[src/rtl/regfile_write_arbiter_pkg.sv]
// Shared constants and FSM encoding for the register-file write arbiter.
// The default geometry matches the 64-entry, 64-bit register file.
package regfile_pkg;

  localparam int REG_ADDR_W = 6;
  localparam int REG_COUNT  = 64;
  localparam int DATA_W     = 64;

  typedef enum logic {
    CLEAR = 1'b0,
    ARB   = 1'b1
  } state_e;

endpackage

[src/rtl/regfile_write_arbiter_if.sv]
// Writeback request bus (valid/ready/addr/data) plus the registered
// write port towards the register file.
interface regfile_write_arbiter_if #(
  parameter int NUM_REQ = 4,
  parameter int ADDR_W  = regfile_pkg::REG_ADDR_W,
  parameter int DATA_W  = regfile_pkg::DATA_W
);

  logic [NUM_REQ-1:0]        req_valid;
  logic [NUM_REQ-1:0]        req_ready;
  logic [NUM_REQ*ADDR_W-1:0] req_addr;
  logic [NUM_REQ*DATA_W-1:0] req_data;

  logic                      wr_en;
  logic [ADDR_W-1:0]         wr_addr;
  logic [(2**ADDR_W)-1:0]    wr_onehot;
  logic [DATA_W-1:0]         wr_data;
  logic                      init_done;

  // Requesters and the register file together form the master side.
  modport master (
    output req_valid,
    output req_addr,
    output req_data,
    input  req_ready,
    input  wr_en,
    input  wr_addr,
    input  wr_onehot,
    input  wr_data,
    input  init_done
  );

  modport slave (
    input  req_valid,
    input  req_addr,
    input  req_data,
    output req_ready,
    output wr_en,
    output wr_addr,
    output wr_onehot,
    output wr_data,
    output init_done
  );

endinterface

[src/rtl/regfile_write_arbiter_onehot_decoder.sv]
// Binary address to one-hot write-enable decoder shared by the clear
// sequencer and the arbitration path.
module onehot_decoder #(
  parameter int ADDR_W = regfile_pkg::REG_ADDR_W
) (
  input  logic [ADDR_W-1:0]      i_addr,
  output logic [(2**ADDR_W)-1:0] o_onehot
);

  always_comb begin
    o_onehot         = '0;
    o_onehot[i_addr] = 1'b1;
  end

endmodule

[src/rtl/regfile_write_arbiter.sv]
// Round-robin arbiter sharing the register-file write port between
// writeback requesters, with a full-file zeroing sequence after reset.
module regfile_write_arbiter #(
  parameter int NUM_REQ      = 4,
  parameter int ADDR_W       = regfile_pkg::REG_ADDR_W,
  parameter int DATA_W       = regfile_pkg::DATA_W,
  parameter bit PROTECT_ZERO = 1'b1
) (
  input  logic                    clk,
  input  logic                    reset,
  input  logic                    start_clear,
  regfile_write_arbiter_if.slave  bus
);

  import regfile_pkg::*;

  localparam int PTR_W   = (NUM_REQ > 1) ? $clog2(NUM_REQ) : 1;
  localparam int ENTRIES = 2**ADDR_W;

  state_e               r_state;
  state_e               w_stateNext;
  logic [ADDR_W-1:0]    r_clrCnt;
  logic [ADDR_W-1:0]    w_clrCntNext;
  logic [PTR_W-1:0]     r_rrPtr;
  logic [PTR_W-1:0]     w_rrPtrNext;
  logic                 r_wrEn;
  logic                 w_wrEnNext;
  logic [ADDR_W-1:0]    r_wrAddr;
  logic [ADDR_W-1:0]    w_wrAddrNext;
  logic [ENTRIES-1:0]   r_wrOnehot;
  logic [ENTRIES-1:0]   w_wrOnehotNext;
  logic [DATA_W-1:0]    r_wrData;
  logic [DATA_W-1:0]    w_wrDataNext;
  logic                 r_initDone;
  logic                 w_initDoneNext;

  logic                 w_found;
  logic [PTR_W-1:0]     w_grant;
  logic [PTR_W-1:0]     w_grantPlusOne;
  logic [ADDR_W-1:0]    w_selAddr;
  logic [DATA_W-1:0]    w_selData;
  logic [ADDR_W-1:0]    w_decAddr;
  logic [ENTRIES-1:0]   w_decOnehot;
  logic                 w_zeroBlocked;
  logic [NUM_REQ-1:0]   w_ready;

  // Scan the requester list twice over so the search starting at r_rrPtr
  // wraps naturally; positions below the pointer are skipped.
  always_comb begin
    w_found = 1'b0;
    w_grant = '0;
    for (int k = 0; k < 2*NUM_REQ; k++) begin
      if (!w_found && (k >= int'(r_rrPtr)) && bus.req_valid[k % NUM_REQ]) begin
        w_found = 1'b1;
        w_grant = PTR_W'(k % NUM_REQ);
      end
    end
  end

  assign w_selAddr      = bus.req_addr[int'(w_grant)*ADDR_W +: ADDR_W];
  assign w_selData      = bus.req_data[int'(w_grant)*DATA_W +: DATA_W];
  assign w_grantPlusOne = (int'(w_grant) == NUM_REQ-1) ? '0 : w_grant + 1'b1;
  assign w_zeroBlocked  = PROTECT_ZERO && (w_selAddr == '0);
  assign w_decAddr      = (r_state == CLEAR) ? r_clrCnt : w_selAddr;

  onehot_decoder #(
    .ADDR_W (ADDR_W)
  ) u_decoder (
    .i_addr   (w_decAddr),
    .o_onehot (w_decOnehot)
  );

  always_comb begin
    w_stateNext    = r_state;
    w_clrCntNext   = r_clrCnt;
    w_rrPtrNext    = r_rrPtr;
    w_wrEnNext     = 1'b0;
    w_wrAddrNext   = r_wrAddr;
    w_wrOnehotNext = '0;
    w_wrDataNext   = r_wrData;
    w_initDoneNext = r_initDone;
    w_ready        = '0;

    case (r_state)
      CLEAR: begin
        w_wrEnNext     = 1'b1;
        w_wrAddrNext   = r_clrCnt;
        w_wrOnehotNext = w_decOnehot;
        w_wrDataNext   = '0;
        w_clrCntNext   = r_clrCnt + 1'b1;
        if (r_clrCnt == '1) begin
          w_stateNext    = ARB;
          w_initDoneNext = 1'b1;
        end
      end

      ARB: begin
        // A clear request pre-empts every requester in the same cycle.
        if (start_clear) begin
          w_stateNext    = CLEAR;
          w_clrCntNext   = '0;
          w_initDoneNext = 1'b0;
        end else if (w_found) begin
          w_ready[w_grant] = 1'b1;
          w_rrPtrNext      = w_grantPlusOne;
          w_wrAddrNext     = w_selAddr;
          w_wrDataNext     = w_selData;
          if (!w_zeroBlocked) begin
            w_wrEnNext     = 1'b1;
            w_wrOnehotNext = w_decOnehot;
          end
        end
      end

      default: begin
        w_stateNext = CLEAR;
      end
    endcase
  end

  always_ff @(posedge clk or posedge reset) begin
    if (reset) begin
      r_state    <= CLEAR;
      r_clrCnt   <= '0;
      r_rrPtr    <= '0;
      r_wrEn     <= 1'b0;
      r_wrAddr   <= '0;
      r_wrOnehot <= '0;
      r_wrData   <= '0;
      r_initDone <= 1'b0;
    end else begin
      r_state    <= w_stateNext;
      r_clrCnt   <= w_clrCntNext;
      r_rrPtr    <= w_rrPtrNext;
      r_wrEn     <= w_wrEnNext;
      r_wrAddr   <= w_wrAddrNext;
      r_wrOnehot <= w_wrOnehotNext;
      r_wrData   <= w_wrDataNext;
      r_initDone <= w_initDoneNext;
    end
  end

  assign bus.req_ready = w_ready;
  assign bus.wr_en     = r_wrEn;
  assign bus.wr_addr   = r_wrAddr;
  assign bus.wr_onehot = r_wrOnehot;
  assign bus.wr_data   = r_wrData;
  assign bus.init_done = r_initDone;

endmodule

[src/flat_wrapper.sv]
// flat-port wrapper written by rule: the top's interface ports become plain ports
module regfile_write_arbiter_flat import regfile_pkg::*;
#(
  parameter int NUM_REQ      = 4,
  parameter int ADDR_W       = regfile_pkg::REG_ADDR_W,
  parameter int DATA_W       = regfile_pkg::DATA_W,
  parameter bit PROTECT_ZERO = 1'b1
)
  (clk, reset, start_clear, bus_req_valid, bus_req_addr, bus_req_data, bus_req_ready, bus_wr_en, bus_wr_addr, bus_wr_onehot, bus_wr_data, bus_init_done);
  regfile_write_arbiter_if #(.NUM_REQ(NUM_REQ), .ADDR_W(ADDR_W), .DATA_W(DATA_W)) bus_i ();
  input  logic clk;
  input  logic reset;
  input  logic start_clear;
  input wire logic [$bits(bus_i.req_valid)-1:0] bus_req_valid;
  input wire logic [$bits(bus_i.req_addr)-1:0] bus_req_addr;
  input wire logic [$bits(bus_i.req_data)-1:0] bus_req_data;
  output wire logic [$bits(bus_i.req_ready)-1:0] bus_req_ready;
  output wire logic [$bits(bus_i.wr_en)-1:0] bus_wr_en;
  output wire logic [$bits(bus_i.wr_addr)-1:0] bus_wr_addr;
  output wire logic [$bits(bus_i.wr_onehot)-1:0] bus_wr_onehot;
  output wire logic [$bits(bus_i.wr_data)-1:0] bus_wr_data;
  output wire logic [$bits(bus_i.init_done)-1:0] bus_init_done;
  assign bus_i.req_valid = bus_req_valid;
  assign bus_i.req_addr = bus_req_addr;
  assign bus_i.req_data = bus_req_data;
  assign bus_req_ready = bus_i.req_ready;
  assign bus_wr_en = bus_i.wr_en;
  assign bus_wr_addr = bus_i.wr_addr;
  assign bus_wr_onehot = bus_i.wr_onehot;
  assign bus_wr_data = bus_i.wr_data;
  assign bus_init_done = bus_i.init_done;
  regfile_write_arbiter #(.NUM_REQ(NUM_REQ), .ADDR_W(ADDR_W), .DATA_W(DATA_W), .PROTECT_ZERO(PROTECT_ZERO)) u_core (.clk(clk), .reset(reset), .start_clear(start_clear), .bus(bus_i));
endmodule
[config.mk]
export PLATFORM = sky130hd
export DESIGN_NAME = regfile_write_arbiter_flat
export DESIGN_NICKNAME = d
export VERILOG_FILES = /design/src/rtl/regfile_write_arbiter_pkg.sv /design/src/rtl/regfile_write_arbiter_if.sv /design/src/rtl/regfile_write_arbiter_onehot_decoder.sv /design/src/rtl/regfile_write_arbiter.sv /design/src/flat_wrapper.sv
export SDC_FILE = /design/constraint.sdc
export NUM_CORES = 1
export LEC_CHECK = 0
export CAP_MARGIN = 20
export CORE_AREA = 4 4 164 166
export DETAILED_ROUTE_END_ITERATION = 16
export DIE_AREA = 0 0 168 170
export HOLD_SLACK_MARGIN = 0.06
export PLACE_DENSITY = 0.68
export SLEW_MARGIN = 20
export SYNTH_ARGS = -nofsm -noshare
export SYNTH_HDL_FRONTEND = slang
export SYNTH_HIERARCHICAL = 1
export SYNTH_SLANG_ARGS = --single-unit
[constraint.sdc]
create_clock -name clk -period 8.35 [get_ports clk]
set_clock_uncertainty 0.15 [all_clocks]
set_input_delay 1.67 -clock clk [delete_from_list [all_inputs] [get_ports clk]]
set_output_delay 1.67 -clock clk [all_outputs]
set_load 0.005 [all_outputs]
# Word-level counts from Yosys, hierarchy flattened
# Cells that the tools add are included.
totals:
  wordCells: 97
  output_inout_bits: 140
  register_bits: 145
  in_bits: 287
op_classes:
  addsub: 2
  multipliers: 1
  n_bitwise: 2
  order_cmp: 7
  eq_ne: 6
  muxes: 46
  shift: 2
  reduce_logical: 23
ops:
  columns: ["op", "count"]
  rows:
  - ["64-bit two-way mux", 5]
  - ["64-bit one-hot mux with 2 select lines", 2]
  - ["256-bit by 9-bit indexed part select with 64-bit output", 1]
  - ["24-bit by 32-bit indexed part select with 6-bit output", 1]
  - ["6-bit two-way mux", 4]
  - ["6-bit one-hot mux with 2 select lines", 2]
  - ["1-bit two-way mux", 18]
  - ["2-bit two-way mux", 7]
  - ["1-bit logical AND", 12]
  - ["4-bit two-way mux", 3]
  - ["2-bit != test (second input constant)", 4]
  - ["1-bit zero test", 7]
  - ["6-bit by 7-bit < comparator with 1-bit output (second input constant)", 1]
  - ["6-bit by 1-bit adder with 6-bit output (second input constant)", 1]
  - ["1-bit demux with 6-bit select", 1]
  - ["6-bit equality test (second input constant)", 1]
  - ["6-bit by 1-bit >= comparator with 1-bit output (second input constant)", 1]
  - ["6-bit zero test", 1]
  - ["1-bit one-hot mux with 2 select lines", 3]
  - ["1-bit by 2-bit >= comparator with 1-bit output (first input constant)", 2]
  - ["2-bit by 2-bit multiplier with 4-bit output (second input constant)", 1]
  - ["2-bit AND reduction", 2]
  - ["2-bit by 3-bit < comparator with 1-bit output (second input constant)", 1]
  - ["3-bit AND reduction", 1]
  - ["other kinds (6)", 7]

# Depth between registers and ports, before layout
logic_depth:
  ltp_word: 37
  ltp_mapped: 13

# Modules after synthesis
# Netlist, hierarchy kept.
modules_own_cells:
  columns: ["mod", "cells_each", "seq_area_each_um2", "area_per_inst_um2", "n_inst"]
  rows:
  - ["regfile_write_arbiter", 928, 3628.5, 7777.5, 1]
  - ["onehot_decoder", 95, 0.0, 465.4, 1]

# Worst setup path after synthesis
# OpenSTA, ideal clock, no wires.
synth_timing:
  kind: "input-to-output"
  startpoint: "input bus_req_valid[0]"
  endpoint: "output bus_req_ready[2]"
  arrival_time_ns: 3.296
  path_slack_ns: 3.234
  stages: 7
  n_path_buf: 2
  path_cell_list: "nor2b_1 -> o21ba_2 -> nor2_2 -> clkbuf_1 -> clkbuf_1 -> ha_1 -> and2_1"
synth_via:
  elab_chain_len: 32
  elab_cells_between_ends: 40
  cone_classes: "order compare: 2; mux: 20; reduce/logical: 18"
synth_rtl:
  columns: ["item", "line_no", "rtl"]
  rows:
  - ["start: declaration", "flat_wrapper.sv:14", "input wire logic [$bits(bus_i.req_valid)-1:0] bus_req_valid;"]
  - ["1-bit logical AND", "regfile_write_arbiter.sv:53", "if (!w_found && (k >= int'(r_rrPtr)) && bus.req_valid[k % NUM_REQ]) begin"]
  - ["1-bit two-way mux", "regfile_write_arbiter.sv:53", null]
  - ["1-bit zero test", "regfile_write_arbiter.sv:53", null]
  - ["1-bit logical AND (2 in series)", "regfile_write_arbiter.sv:53", null]
  - ["1-bit two-way mux", "regfile_write_arbiter.sv:53", null]
  - ["1-bit zero test", "regfile_write_arbiter.sv:53", null]
  - ["1-bit logical AND (2 in series)", "regfile_write_arbiter.sv:53", null]
  - ["1-bit two-way mux", "regfile_write_arbiter.sv:53", null]
  - ["[14 not listed]", null, null]
  - ["2-bit two-way mux", "regfile_write_arbiter.sv:53", null]
  - ["2-bit by 3-bit < comparator with 1-bit output (implied by the code) or 2-bit by 1-bit >= comparator with 1-bit output (tied branches)", "regfile_write_arbiter.sv:104", "w_ready[w_grant] = 1'b1;"]
  - ["1-bit logical AND (implied by the code)", "regfile_write_arbiter.sv:104", null]
  - ["1-bit two-way mux (implied by the code)", "regfile_write_arbiter.sv:104", null]
  - ["1-bit demux with 2-bit select", null, null]
  - ["4-bit two-way mux (*)", "regfile_write_arbiter.sv:103", "end else if (w_found) begin"]
  - ["4-bit two-way mux (*)", "regfile_write_arbiter.sv:99", "if (start_clear) begin"]
  - ["4-bit two-way mux (*)", "regfile_write_arbiter.sv:84", "case (r_state)"]
  - ["end: declaration", "flat_wrapper.sv:17", "output wire logic [$bits(bus_i.req_ready)-1:0] bus_req_ready;"]
# Every way passes the cells marked *; elsewhere a longest branch is shown, timed or not.

# Final worst setup path
layout_timing:
  startpoint: "input bus_req_valid[1]"
  endpoint: "output bus_req_ready[2]"
layout_via:
  elab_chain_len: 28
  elab_cells_between_ends: 36
  cone_classes: "order compare: 2; mux: 19; reduce/logical: 15"
layout_rtl:
  columns: ["item", "line_no"]
  rows:
  - ["1-bit logical AND", "regfile_write_arbiter.sv:53"]
  - ["1-bit two-way mux", "regfile_write_arbiter.sv:53"]
  - ["1-bit zero test", "regfile_write_arbiter.sv:53"]
  - ["1-bit logical AND (2 in series)", "regfile_write_arbiter.sv:53"]
  - ["1-bit two-way mux", "regfile_write_arbiter.sv:53"]
  - ["1-bit zero test", "regfile_write_arbiter.sv:53"]
  - ["1-bit logical AND", "regfile_write_arbiter.sv:53"]
  - ["1-bit two-way mux", "regfile_write_arbiter.sv:53"]
  - ["[11 not listed]", null]
  - ["2-bit two-way mux", "regfile_write_arbiter.sv:53"]
  - ["2-bit by 3-bit < comparator with 1-bit output (implied by the code) or 2-bit by 1-bit >= comparator with 1-bit output (tied branches)", "regfile_write_arbiter.sv:104"]
  - ["1-bit logical AND (implied by the code)", "regfile_write_arbiter.sv:104"]
  - ["1-bit two-way mux (implied by the code)", "regfile_write_arbiter.sv:104"]
  - ["1-bit demux with 2-bit select", null]
  - ["4-bit two-way mux (*)", "regfile_write_arbiter.sv:103"]
  - ["4-bit two-way mux (*)", "regfile_write_arbiter.sv:99"]
  - ["4-bit two-way mux (*)", "regfile_write_arbiter.sv:84"]
# Marks and branches as above.

==> flow_summary.toml <==
[power_and_ir_drop]
internal-power_mw = 1.70
p_leak_nw = 5.50
power_switching_mw = 1.33
power_mw = 3.03
combinationalPowerShare_pct = 48.2
power_density_nw_per_um2 = 230
p_clk_share_pct = 24.2
peakVddDrop_v = 0.000146
seqPwrFrac_pct = 27.5
swShare_pct = 43.8

[sta]
fin_tns_setup_ns = 0
hold_viol_final = 0
worst_pin_slew_ns = 1.00
final-max-slew-violation-count = 0
fmax_ghz = 0.146
period_needed_ns = 6.86
period_share_pct = 82.1
relSlewSlack_pct = 33.1
rsz0062_at_grt = "false"
setup_viol = 0

[clock_tree]
path_clk_slew_ns = 0.06
htreeDepth = 4
cts_buffers = 17
insertion_delay_ns = 0.42
clock_path_buffers = 2
cts_root_buf = "clkbuf_16"
postCtsResizedCells = 0
cts_tree = "built"
cts.sinks = 145
cts_hold_buf = 0
post_cts_buffers = 0

[layout]
drive_above_1_share_pct = 5.46
area_growth_pct = 59.6
layout.nets = 1672
fin_cells = 1731

[worst_setup_path]
startpoint_type = "primary input"
critPathArrivalTime_ns = 5.04
cp_top_family = "simple AND/OR/NAND/NOR gates"
crit_path_end_kind = "output pin"
path_buf_inv = 3
cp_max_fo = 35
path_class = "primary input to output pin"
worstPathRequired_ns = 6.53
path_cells = "clkdlybuf4s50_1 > nor2_1 > or4b_1 > nand2_2 > inv_2 > ha_1 > and2_1 > clkdlybuf4s50_1"
cp_slowest_cell = "or4b_1"
crit_top_cell = "clkdlybuf4s50_1"
max_stage_delay_ns = 0.73

[drt]
dr.pass1.iters = 5
drtIter0Drc = 664
wl_mm = 35.5
vias = 8970
drc_errors = 0
ant_nets = 0
vias_per_cell = 5.18
wire_per_inst_um = 20.5

[floorplan]
die_y_um = 170
num_io_pins = 427
core_area_um2 = 25600
std_cell_rows = 59
start_util_pct = 32.2
die_area_um2 = 28600
die_w_um = 168

[run]
drv_cap = 0

[hold_path]
hold_path.class = "register to register"

[status]
status = "finished, final reports clean"

[synth]
yosys-top-cells-area = "dfrtp_1, nand2_1, nand3_1"
yosysMostFrequentCell = "nand2_1"
syn_nets = 1315
ys_seq_area_share_pct = 44.0
yosysUniqueCellTypes = 50
syn_inst = 1023
async_reset_ff_share_pct = 100
synth_area_per_cell_um2 = 8.06
yosysTopAreaCellShare_pct = 44.0
synth_largest_area_cell = "dfrtp_1"
synth_flop_cell = "dfrtp_1"
synth_edf_count = 0
yosysWarningCount = 6
ys_seq_elements = 145
syn-cell-area_um2 = 8240
yosys-top-cells-count = "nand2_1, nand3_1, dfrtp_1"

[global_routing]
grt_max_degree = 96
grt_use_total_pct = 23.4
grt_pass1_vias = 8505
grt_pass1_wl_mm = 51.9
grt_antenna_before_repair = 8
grt_overflow = 0

[place]
dp.cells = 1696
io_buffers = 426
dp_hpwl_mm = 26.3
gp_congestion = 0.921
path summary, 6_finish.rpt:
| path | start | end | slack [ns] | cells after the start |
|---|---|---|---|---|
| min reg2reg | u_core/bus.init_done | u_core/bus.init_done | 0.34 | 2 |
| max reg2reg | u_core/r_rrPtr[0] | u_core/bus.wr_onehot[3] | 3.43 | 11 |
| max | bus_req_valid[1] | bus_req_ready[2] | 1.49 | 8 |
| min in group asynchronous | reset | u_core/bus.wr_data[6] | 1.55 | 2 |
| max in group asynchronous | reset | u_core/bus.wr_onehot[29] | 5.32 | 3 |
| min | u_core/bus.init_done | u_core/bus.init_done | 0.34 | 2 |
registers in the layout, indices dropped and copies added (netlist names):
| name | count |
|---|---|
| u_core/bus.init_done | 1 |
| u_core/bus.wr_addr | 6 |
| u_core/bus.wr_data | 64 |
| u_core/bus.wr_en | 1 |
| u_core/bus.wr_onehot | 64 |
| u_core/r_clrCnt | 6 |
| u_core/r_rrPtr | 2 |
| u_core/r_state | 1 |
metrics by stage:
step	instance area, um^2	hold slack (ns)	setup WS (ns)	util, %
4_1_cts	13100	0.345	1.50	51.3
2_1_floorplan	8240	0.319	2.64	-
6_report	13200	0.339	1.49	51.4
3_5_place_dp	12600	0.330	1.50	49.1
3_3_place_gp	12600	0.323	1.57	49.1
5_1_grt	13200	0.350	1.20	51.4
power groups by stage:
stage          Clock (mW)  Sequential (mW)  Combinational (mW)
6_report            0.734            0.834                1.46
5_1_grt             0.784            0.843                1.61
4_1_cts             0.751            0.834                1.46
3_5_place_dp            0            0.846                1.46
3_3_place_gp            0            0.845                1.45
2_1_floorplan           0            0.835               0.942
logic make-up (layout without fill, tap and decap cells):
kind of cell | Yosys count | in the layout | share of synthesized area, %
compound gates | 165 | 165 | 16.3
xor+xnor | 2 | 2 | 0.213
fa+ha+maj | 5 | 5 | 0.759
buf+inv | 112 | 482 | 6.60
flops | 145 | 145 | 44.0
mux | 7 | 7 | 0.956
other cells | 0 | 3 | 0
simple gates | 587 | 587 | 31.1
area by class of cell:
cell class	instances	area [um^2]
Antenna cell	3	7.51
Clock buffer	18	439
Clock inverter	14	119
Fill cell	2485	12500
Inverter	12	55.1
Multi-Input combinational cell	766	4130
Sequential cell	145	3630
Tap cell	335	419
Timing Repair Buffer	438	4360
metal layers:
metal  track usage [%]  vias to the layer above  share of wire [%]
met5                 0                        -               0.15
met4              5.65                        8                1.4
met3              7.32                       35                8.6
met2              39.7                      363                 50
met1              29.3                     4279                 40
li1                  -                     4285                  -
tightest hold or removal path: cells and delay by family (launching register included):
kind	cells	cell delay, ns
DFF	1	0.35
and+or+nand+nor	1	0.05
AOI/OAI and AO/OA	1	0.06
layout by cell type (no fill, tap or decap), types with 5 or more instances in the layout:
master           Yosys  layout
buf_4                7      11
o211ai_2             7       7
a31o_1               5       5
inv_6                1       7
clkbuf_16            0      17
inv_1               10       9
nand4bb_1            6       6
o21ai_0             10      10
nand3_1            147     147
a32o_1              64      64
a31oi_1             65      65
clkdlybuf4s50_1      0     426
ha_1                 5       5
mux2_2               7       7
nor2b_1             10      10
dfrtp_1            145     145
nand2_1            328     328
nor2_1              70      68
(Power assumes the default switching activity.)
